[config.mk]
export PLATFORM = sky130hd
export DESIGN_NAME = id_ex_forward_register
export DESIGN_NICKNAME = d
export VERILOG_FILES = /design/src/rtl/id_ex_forward_register.sv
export SDC_FILE = /design/constraint.sdc
export NUM_CORES = 1
export LEC_CHECK = 0
export CORE_AREA = 5 5 128 130
export DETAILED_ROUTE_END_ITERATION = 7
export DIE_AREA = 0 0 133 135
export GPL_ROUTABILITY_DRIVEN = 0
export PLACE_DENSITY_LB_ADDON = 0.08
export SYNTH_ARGS = -nofsm -noshare
export SYNTH_HDL_FRONTEND = slang
export SYNTH_SLANG_ARGS = --single-unit
[constraint.sdc]
create_clock -name clk -period 5.3 [get_ports clk]
set_input_delay 1.59 -clock clk [delete_from_list [all_inputs] [get_ports clk]]
set_output_delay 1.59 -clock clk [all_outputs]
set_load 0.005 [all_outputs]
[src/rtl/id_ex_forward_register.sv]
// ID/EX pipeline register with operand forwarding muxes, bubble insertion, branch flush
// and a saturating bubble counter for performance debug.
module id_ex_forward_register #(
  parameter int unsigned DATA_W  = 32,
  parameter int unsigned ALUOP_W = 4,
  parameter int unsigned CNT_W   = 16
) (
  input  logic               clk,
  input  logic               reset,
  input  logic [1:0]         fwdA,
  input  logic [1:0]         fwdB,
  input  logic               controlMux,
  input  logic               flush,
  input  logic [DATA_W-1:0]  rfA,
  input  logic [DATA_W-1:0]  rfB,
  input  logic [DATA_W-1:0]  exResult,
  input  logic [DATA_W-1:0]  memResult,
  input  logic [DATA_W-1:0]  wbResult,
  input  logic [DATA_W-1:0]  immID,
  input  logic [4:0]         regID,
  input  logic [ALUOP_W-1:0] aluOpID,
  input  logic               rfEnableID,
  input  logic               loadID,
  input  logic               memWriteID,
  output logic [DATA_W-1:0]  opA_EX,
  output logic [DATA_W-1:0]  opB_EX,
  output logic [DATA_W-1:0]  imm_EX,
  output logic [ALUOP_W-1:0] aluOpEX,
  output logic               enableEX,
  output logic               loadEX,
  output logic               memWriteEX,
  output logic [4:0]         regEX,
  output logic [CNT_W-1:0]   bubbleCount
);

  logic [DATA_W-1:0]  sel_a, sel_b;
  logic [DATA_W-1:0]  op_a_q, op_b_q, imm_q;
  logic [ALUOP_W-1:0] alu_op_q;
  logic               enable_q, load_q, mem_write_q;
  logic [4:0]         reg_q;
  logic [CNT_W-1:0]   bubble_cnt_q;

  // Case muxes keep unselected X sources from reaching the register.
  always_comb begin
    sel_a = rfA;
    unique case (fwdA)
      2'b00: sel_a = rfA;
      2'b01: sel_a = exResult;
      2'b10: sel_a = memResult;
      2'b11: sel_a = wbResult;
      default: sel_a = rfA;
    endcase
  end

  always_comb begin
    sel_b = rfB;
    unique case (fwdB)
      2'b00: sel_b = rfB;
      2'b01: sel_b = exResult;
      2'b10: sel_b = memResult;
      2'b11: sel_b = wbResult;
      default: sel_b = rfB;
    endcase
  end

  always_ff @(posedge clk) begin
    if (reset || flush) begin
      op_a_q      <= '0;
      op_b_q      <= '0;
      imm_q       <= '0;
      alu_op_q    <= '0;
      enable_q    <= 1'b0;
      load_q      <= 1'b0;
      mem_write_q <= 1'b0;
      reg_q       <= '0;
    end else begin
      op_a_q <= sel_a;
      op_b_q <= sel_b;
      imm_q  <= immID;
      if (controlMux) begin
        // Bubble: operands still load, but nothing with a side effect survives.
        alu_op_q    <= '0;
        enable_q    <= 1'b0;
        load_q      <= 1'b0;
        mem_write_q <= 1'b0;
        reg_q       <= '0;
      end else begin
        alu_op_q    <= aluOpID;
        enable_q    <= rfEnableID;
        load_q      <= loadID;
        mem_write_q <= memWriteID;
        reg_q       <= regID;
      end
    end
  end

  // Flushes are not bubbles; the counter holds at all-ones rather than wrapping.
  always_ff @(posedge clk) begin
    if (reset) begin
      bubble_cnt_q <= '0;
    end else if (!flush && controlMux && (bubble_cnt_q != {CNT_W{1'b1}})) begin
      bubble_cnt_q <= bubble_cnt_q + 1'b1;
    end
  end

  assign opA_EX      = op_a_q;
  assign opB_EX      = op_b_q;
  assign imm_EX      = imm_q;
  assign aluOpEX     = alu_op_q;
  assign enableEX    = enable_q;
  assign loadEX      = load_q;
  assign memWriteEX  = mem_write_q;
  assign regEX       = reg_q;
  assign bubbleCount = bubble_cnt_q;

endmodule

After elaboration in Yosys (flattened, before gate mapping)
Cells that the tools add are included.
{"block": "totals", "register_bits": 124}
{"block": "classes", "n_eq_ne": 7, "n_mux": 2, "n_addsub": 1, "n_reduce_logical": 7}
{"op": "32-bit case mux with 4 select lines", "n": 2}
{"op": "16-bit by 1-bit adder with 16-bit output (second input constant)", "n": 1}
{"op": "16-bit != test (second input constant)", "n": 1}
{"op": "2-bit equality test (second input constant)", "n": 4}
{"op": "2-bit by 1-bit equality test with 1-bit output (second input constant)", "n": 2}
{"op": "2-bit zero test", "n": 2}
{"op": "1-bit logical AND", "n": 2}
{"op": "2-bit OR reduction", "n": 1}
{"op": "1-bit zero test", "n": 1}
{"op": "1-bit logical OR", "n": 1}

Longest topological paths before layout
Gate-level depths: netlist (run 1).
{"block": "depth", "ltp_word": 3, "depth_mapped": 7, "ltp_nobuf": 5}

Least setup slack after synthesis (run 1)
Ideal clock, no wire load.
{"block": "synth_path", "path_kind": "input to register", "start": "input port fwdA[0]", "end": "register op_a_q[0] (netlist: opA_EX[0])", "stages": 4, "path_slack_ns": 2.498, "t_arrival_ns": 2.687, "required_time_ns": 5.185, "n_path_buf": 2, "setup_ns": 0.115, "cell_sequence": "buf_2 > buf_2 > mux4_2 > and2_1"}
{"block": "synth_via", "elab_chain_len": 2, "word_cells_on_any_way": 5, "cone_classes": "eq/ne: 3; mux: 1; reduce/logical: 1"}
{"item": "from (decl)", "line": "10", "text": "input logic [1:0] fwdA,"}
{"item": "2-bit equality test (tied with other cells)", "line": "46", "text": "unique case (fwdA)"}
{"item": "32-bit case mux with 4 select lines *", "line": "46"}
{"item": "to (signal assigned)", "line": "77", "text": "op_a_q <= sel_a;"}
{"item": "to (decl)", "line": "37", "text": "logic [DATA_W-1:0] op_a_q, op_b_q, imm_q;"}
Mark *: on every way between the ends. The rest lies on a longest branch, timed or not.
A chain may end at the register's enable or synchronous reset.

Worst setup path after layout (run 1)
{"block": "layout_path", "start": "input port reset", "end": "register alu_op_q[0] (netlist: aluOpEX[0])"}
{"block": "layout_via", "elab_chain_len": 2}
{"item": "from (decl)", "line": "9", "text": "input logic reset,"}
{"item": "1-bit logical OR", "line": "67", "text": "if (reset || flush) begin"}
{"item": "2-bit OR reduction (no source line)"}
{"item": "to (signal assigned)", "line": "88", "text": "alu_op_q <= aluOpID;"}
{"item": "to (decl)", "line": "38", "text": "logic [ALUOP_W-1:0] alu_op_q;"}
No other way between the ends.

==> impl_metrics.py, run 1 <==
metrics = {
    "clocking": {
        "clk_pin_slew_worst_paths_ps": 50,
        "cts-root-buf": "clkbuf_16",
        "holdBufCountCts": 0,
        "post_cts_resized": 0,
        "cts_setup_buffers": 0,
        "clkLatencyLatePin_ps": 410,
        "cts_tree": "yes",
        "cts_sinks": 124,
        "htreeDepth": 4,
        "cts_made_buffers": 17,
        "clockBufferDepth": 2,
    },
    "synth": {
        "ys.flop_type": "dfxtp_1",
        "yosysTopAreaCell": "dfxtp_1",
        "synth.cell_area_um2": 5250,
        "yosysMostFrequentCell": "dfxtp_1",
        "ys_types": 35,
        "async_flop_share": 0,
        "syn_avg_cell_area_um2": 12.9,
        "yosys-top-cells-count": "dfxtp_1, and2_1, mux4_2",
        "synth_edf_count": 0,
        "ys_seq_elements": 124,
        "synth_cells": 406,
        "syn-num-nets": 619,
        "ys_seq_area_frac": 0.473,
        "synth_area_leaders": "dfxtp_1, mux4_2, and2_1, a21oi_1, clkbuf_1",
        "synthDominantCellAreaShare": 0.473,
        "yosysWarnings": 0,
    },
    "critical_path": {
        "crit_required_ps": 5650,
        "end_kind": "flop",
        "max_stage_delay_ps": 870,
        "arrival_ps": 3510,
        "crit_path_cell_trace": "clkdlybuf4s50_1 > nor3_1 > and2_1",
        "cp_slowest_cell": "nor3_1",
        "rr_endpoint": "bubbleCount[1]$_SDFFE_PP0P_",
        "r2r_cells": 6,
        "worstPathMaxFanout": 20,
        "reg2reg_slack_ps": 3170,
        "critPathLaunchType": "primary input",
        "timing_worst_setup_path_type": "in -> reg",
        "r2r-start": "bubbleCount[0]$_SDFFE_PP0P_",
    },
    "pwr": {
        "powerDensity_nw_per_um2": 279,
        "vdd_drop_max_uv": 218,
        "leakage_nw": 3.43,
    },
    "global_routing": {
        "grtUsageTotal": 0.204,
        "grt_pass1_vias": 5020,
        "antenna_found_initial": 0,
        "grt_max_degree": 97,
        "grt_first_pass_wirelength_mm": 27.7,
        "grt_overflow_total": 0,
    },
    "final_layout": {
        "drive_above_1_share": 0.148,
        "nets": 949,
        "stdcell_count": 937,
        "design_area_um2": 9380,
        "fillers": 1178,
        "antenna_cells": 0,
        "syn2layout_area_growth_pct": 78.7,
    },
    "min_path": {
        "whs_path_depth": 2,
        "hold_start": "bubbleCount[5]$_SDFFE_PP0P_",
        "hold_end": "bubbleCount[5]$_SDFFE_PP0P_",
        "hold_path.class": "reg -> reg",
    },
    "timing": {
        "slew_viol_final": 0,
        "max_freq_mhz": 316,
        "max_slew.worst_pin.slew_ps": 894,
        "setup-violations-final": 0,
        "fin_crit_sh": 0.596,
        "finalSetupTns_ps": 0,
        "fin_worst_skew_ps": 2.53,
        "rsz0062_at_grt": "no",
        "hold_slack_ps": 531,
        "hold_viol_final": 0,
        "slew_headroom": 0.399,
        "fin_ws_ps": 2140,
        "min_period_ps": 3160,
    },
    "place": {
        "dp_cells": 905,
        "placed_area_um2": 8750,
        "place_ws_ps": 1680,
        "numPortBuffers": 335,
        "hpwl_mm": 14.5,
    },
    "route": {
        "vias": 4590,
        "drc": 0,
        "drt_first_iter_violations": 121,
        "first_pass_iters": 4,
        "wl_mm": 18.0,
        "viasPerCell": 4.90,
        "wl_per_cell_um": 19.3,
        "drtAntennaViolNets": 0,
    },
    "run": {
        "drv_cap": 0,
    },
    "floorplanning": {
        "rows": 45,
        "die_h_um": 135,
        "die-area_um2": 18000,
        "die_x_um": 133,
        "initial_core_util": 0.349,
        "fp.coreArea_um2": 15000,
        "io_pins": 336,
    },
    "status": {
        "status": "completed",
    },
}
worst max path at each step:
stage / start / endpoint / slack, ps / cells after the start
after floorplan: fwdA[0] / opA_EX[0]$_SDFF_PP0_ / 2500 / 4
after global placement: reset / opB_EX[16]$_SDFF_PP0_ / 1760 / 4
after detailed placement: reset / aluOpEX[3]$_SDFF_PP0_ / 1680 / 3
after CTS: reset / aluOpEX[3]$_SDFF_PP0_ / 2130 / 3
after global routing: reset / aluOpEX[0]$_SDFF_PP0_ / 1970 / 3
final: reset / aluOpEX[0]$_SDFF_PP0_ / 2140 / 3
power by group:
group | leakage (nW) | switching [mW] | internal (mW)
logic | 2.12 | 0.116 | 0.293
clock network | 0.296 | 0.423 | 0.802
registers | 1.02 | 0.0111 | 0.972
cell type report:
cell class	count	area, µm²	share of cell area
clock buffers	19	443	0.0472
clock inverters	13	190	0.0203
inverters	2	7.51	0.000800
multi-input cells	250	2630	0.281
flip-flops and latches	124	2480	0.265
well taps	188	235	0.0251
repair buffers	341	3390	0.361
cell families (layout without fill, tap and decap cells):
| logic type | after synthesis | after routing | synth area share |
|---|---|---|---|
| AOI/OAI and AO/OA | 29 | 29 | 0.0315 |
| adders and majority gates | 1 | 1 | 0.00238 |
| buffers and inverters | 32 | 375 | 0.0269 |
| DFF | 124 | 124 | 0.473 |
| muxes | 66 | 66 | 0.280 |
| and+or+nand+nor | 154 | 154 | 0.187 |
per-layer routing:
layer,share of wire,global-route usage
met5,0,0
met4,0.027,0.0831
met3,0.091,0.0876
met2,0.55,0.380
met1,0.33,0.197
metrics by stage:
stage,total power [mW],utilization
6_report,2.62,0.624
3_3_place_gp,1.41,0.582
2_1_floorplan,1.14,-
4_1_cts,2.65,0.624
5_1_grt,2.72,0.624
3_5_place_dp,1.42,0.582
critical path, delay by kind of cell:
| kind | cells | cell delay [ps] |
|---|---|---|
| buffers and inverters | 1 | 810 |
| and+or+nand+nor | 2 | 1100 |
layout by cell type, fill, tap and decap left out, types with 3 or more instances in the layout:
master           instances
bufinv_16                4
or3_1                    6
clkdlybuf4s50_1        333
a21oi_1                 14
dfxtp_1                124
and2_1                 109
clkinvlp_4               4
nand3_1                  6
or4_1                    6
clkbuf_16               17
nand4_1                  4
mux4_2                  64
o31ai_1                  7
nand2_1                  3
nor2_1                   3
buf_4                    6
o21ai_0                  3
o21ai_1                  4
flip-flops by register name, indices dropped and copies added (netlist names):
signal       flops
loadEX           1
aluOpEX          4
regEX            5
opA_EX          32
memWriteEX       1
enableEX         1
opB_EX          32
bubbleCount     16
imm_EX          32
Power figures use the tool's default switching activity.
==> inputs of run 2 (changes only) <==
- CORE_AREA: 5 5 128 130 -> unset
- CORE_MARGIN: unset -> 5
- CORE_UTILIZATION: unset -> 37
- DIE_AREA: 0 0 133 135 -> unset
- clock period: 5.3 -> 3.1 ns (I/O delays scaled with it)
==> run 2 against run 1 <==
Net effect:
- clock-buffer cell count shrank 2
- critical path depth down 2
- clock skew grew 1.7 ps
- total power grew 69%
- global-route usage rose by 1.5 points
- worst hold slack got worse by 2.2 ps
- sequential power grew 71%
- via count rose by 2.0%
- combinational power is 71% higher
- critical endpoint is now bubbleCount[8]
==> impl_metrics.py, run 2 (synthesis gave the netlist of run 1 again) <==
metrics = {
    "status": {
        "status": "completed",
    },
    "timing": {
        "min_period_ps": 2360,
        "fin_crit_sh": 0.763,
        "max_freq_mhz": 423,
        "rsz0062_at_grt": "no",
        "fin_ws_ps": 736,
        "slew_headroom": 0.393,
        "hold_slack_ps": 529,
        "slew_viol_final": 0,
        "fin_worst_skew_ps": 4.20,
        "setup-violations-final": 0,
        "hold_viol_final": 0,
        "max_slew.worst_pin.slew_ps": 904,
        "finalSetupTns_ps": 0,
    },
    "min_path": {
        "whs_path_depth": 2,
        "hold_path.class": "reg -> reg",
    },
    "clocking": {
        "cts_tree": "yes",
        "cts_sinks": 124,
        "clk_pin_slew_worst_paths_ps": 60,
        "clockBufferDepth": 2,
        "cts_made_buffers": 17,
        "holdBufCountCts": 0,
        "clkLatencyLatePin_ps": 410,
        "cts-root-buf": "clkbuf_16",
        "post_cts_resized": 0,
        "htreeDepth": 4,
        "cts_setup_buffers": 0,
    },
    "final_layout": {
        "multiInputGateArea_um2": 2630,
        "mostFrequentLayoutCell": "clkdlybuf4s50_1",
        "register_area_um2": 2480,
        "layout_common_cells": "clkdlybuf4s50_1, dfxtp_1, and2_1",
        "fillers": 1035,
        "nets": 951,
        "drive_above_1_share": 0.154,
        "syn2layout_area_growth_pct": 79.0,
        "stdcell_count": 931,
        "antenna_cells": 0,
    },
    "floorplanning": {
        "initial_core_util": 0.378,
        "io_pins": 336,
        "fp.coreArea_um2": 13900,
        "die_h_um": 129,
        "die_x_um": 129,
        "rows": 43,
        "die-area_um2": 16700,
    },
    "global_routing": {
        "antenna_found_initial": 0,
        "grt_max_degree": 97,
        "grtUsageTotal": 0.219,
        "grt_pass1_vias": 5018,
        "grt_first_pass_wirelength_mm": 27.4,
        "grt_overflow_total": 0,
    },
    "critical_path": {
        "critPathTopFamily": "buffers and inverters",
        "arrival_ps": 1430,
        "max_stage_delay_ps": 560,
        "crit_required_ps": 2170,
        "timing_worst_setup_path_type": "reg -> out",
        "r2r_cells": 5,
        "critPathLaunchType": "flop",
        "crit_path_cell_trace": "clkdlybuf4s50_1",
        "end_kind": "primary output",
        "crit_buf_inv": 1,
        "cp_slowest_cell": "clkdlybuf4s50_1",
        "worstPathMaxFanout": 8,
        "path_depth": 1,
        "reg2reg_slack_ps": 1300,
    },
    "place": {
        "hpwl_mm": 14.4,
        "place_ws_ps": 434,
        "numPortBuffers": 335,
        "dp_cells": 899,
    },
    "pwr": {
        "leakage_nw": 3.44,
        "vdd_drop_max_uv": 369,
        "powerDensity_nw_per_um2": 470,
    },
    "route": {
        "first_pass_iters": 4,
        "wl_mm": 18.4,
        "drt_first_iter_violations": 190,
        "drc": 0,
        "wl_per_cell_um": 19.7,
        "drtAntennaViolNets": 0,
        "vias": 4682,
        "viasPerCell": 5.03,
    },
    "run": {
        "drv_cap": 0,
    },
}
## run 2: through the flow
step | instance area, µm² | total power, mW | util
after detailed placement | 8780 | 2.42 | 0.633
after global routing | 9400 | 4.59 | 0.677
after CTS | 9400 | 4.46 | 0.677
final | 9400 | 4.42 | 0.677
after global placement | 8780 | 2.41 | 0.633
after floorplan | 5250 | 1.96 | -
## run 2: worst paths after layout
| check | to | start |
|---|---|---|
| worst max-delay path | bubbleCount[8] | bubbleCount[8]$_SDFFE_PP0P_ |
| worst min-delay path | bubbleCount[13]$_SDFFE_PP0P_ | bubbleCount[13]$_SDFFE_PP0P_ |
| worst max register to register | bubbleCount[14]$_SDFFE_PP0P_ | bubbleCount[0]$_SDFFE_PP0P_ |
| worst min register to register | bubbleCount[13]$_SDFFE_PP0P_ | bubbleCount[13]$_SDFFE_PP0P_ |
## run 2: final cells by class
class	count	share of cell area
Clock inverter	15	0.0202
Multi-Input combinational cell	250	0.280
Tap cell	180	0.0240
Clock buffer	17	0.0453
Sequential cell	124	0.264
Timing Repair Buffer	343	0.365
Inverter	2	0.000799
## run 2: power by group
group	switching [mW]	total (mW)	internal, mW
sequential	0.0185	1.68	1.66
combinational	0.194	0.701	0.507
clock	0.760	2.04	1.28
total	0.973	4.42	3.44
## run 2: per-layer routing
| layer | GRT usage | share of wire |
|---|---|---|
| met1 | 0.218 | 0.33 |
| met2 | 0.401 | 0.55 |
| met3 | 0.108 | 0.10 |
| met4 | 0.0630 | 0.018 |
| met5 | 0 | 0 |
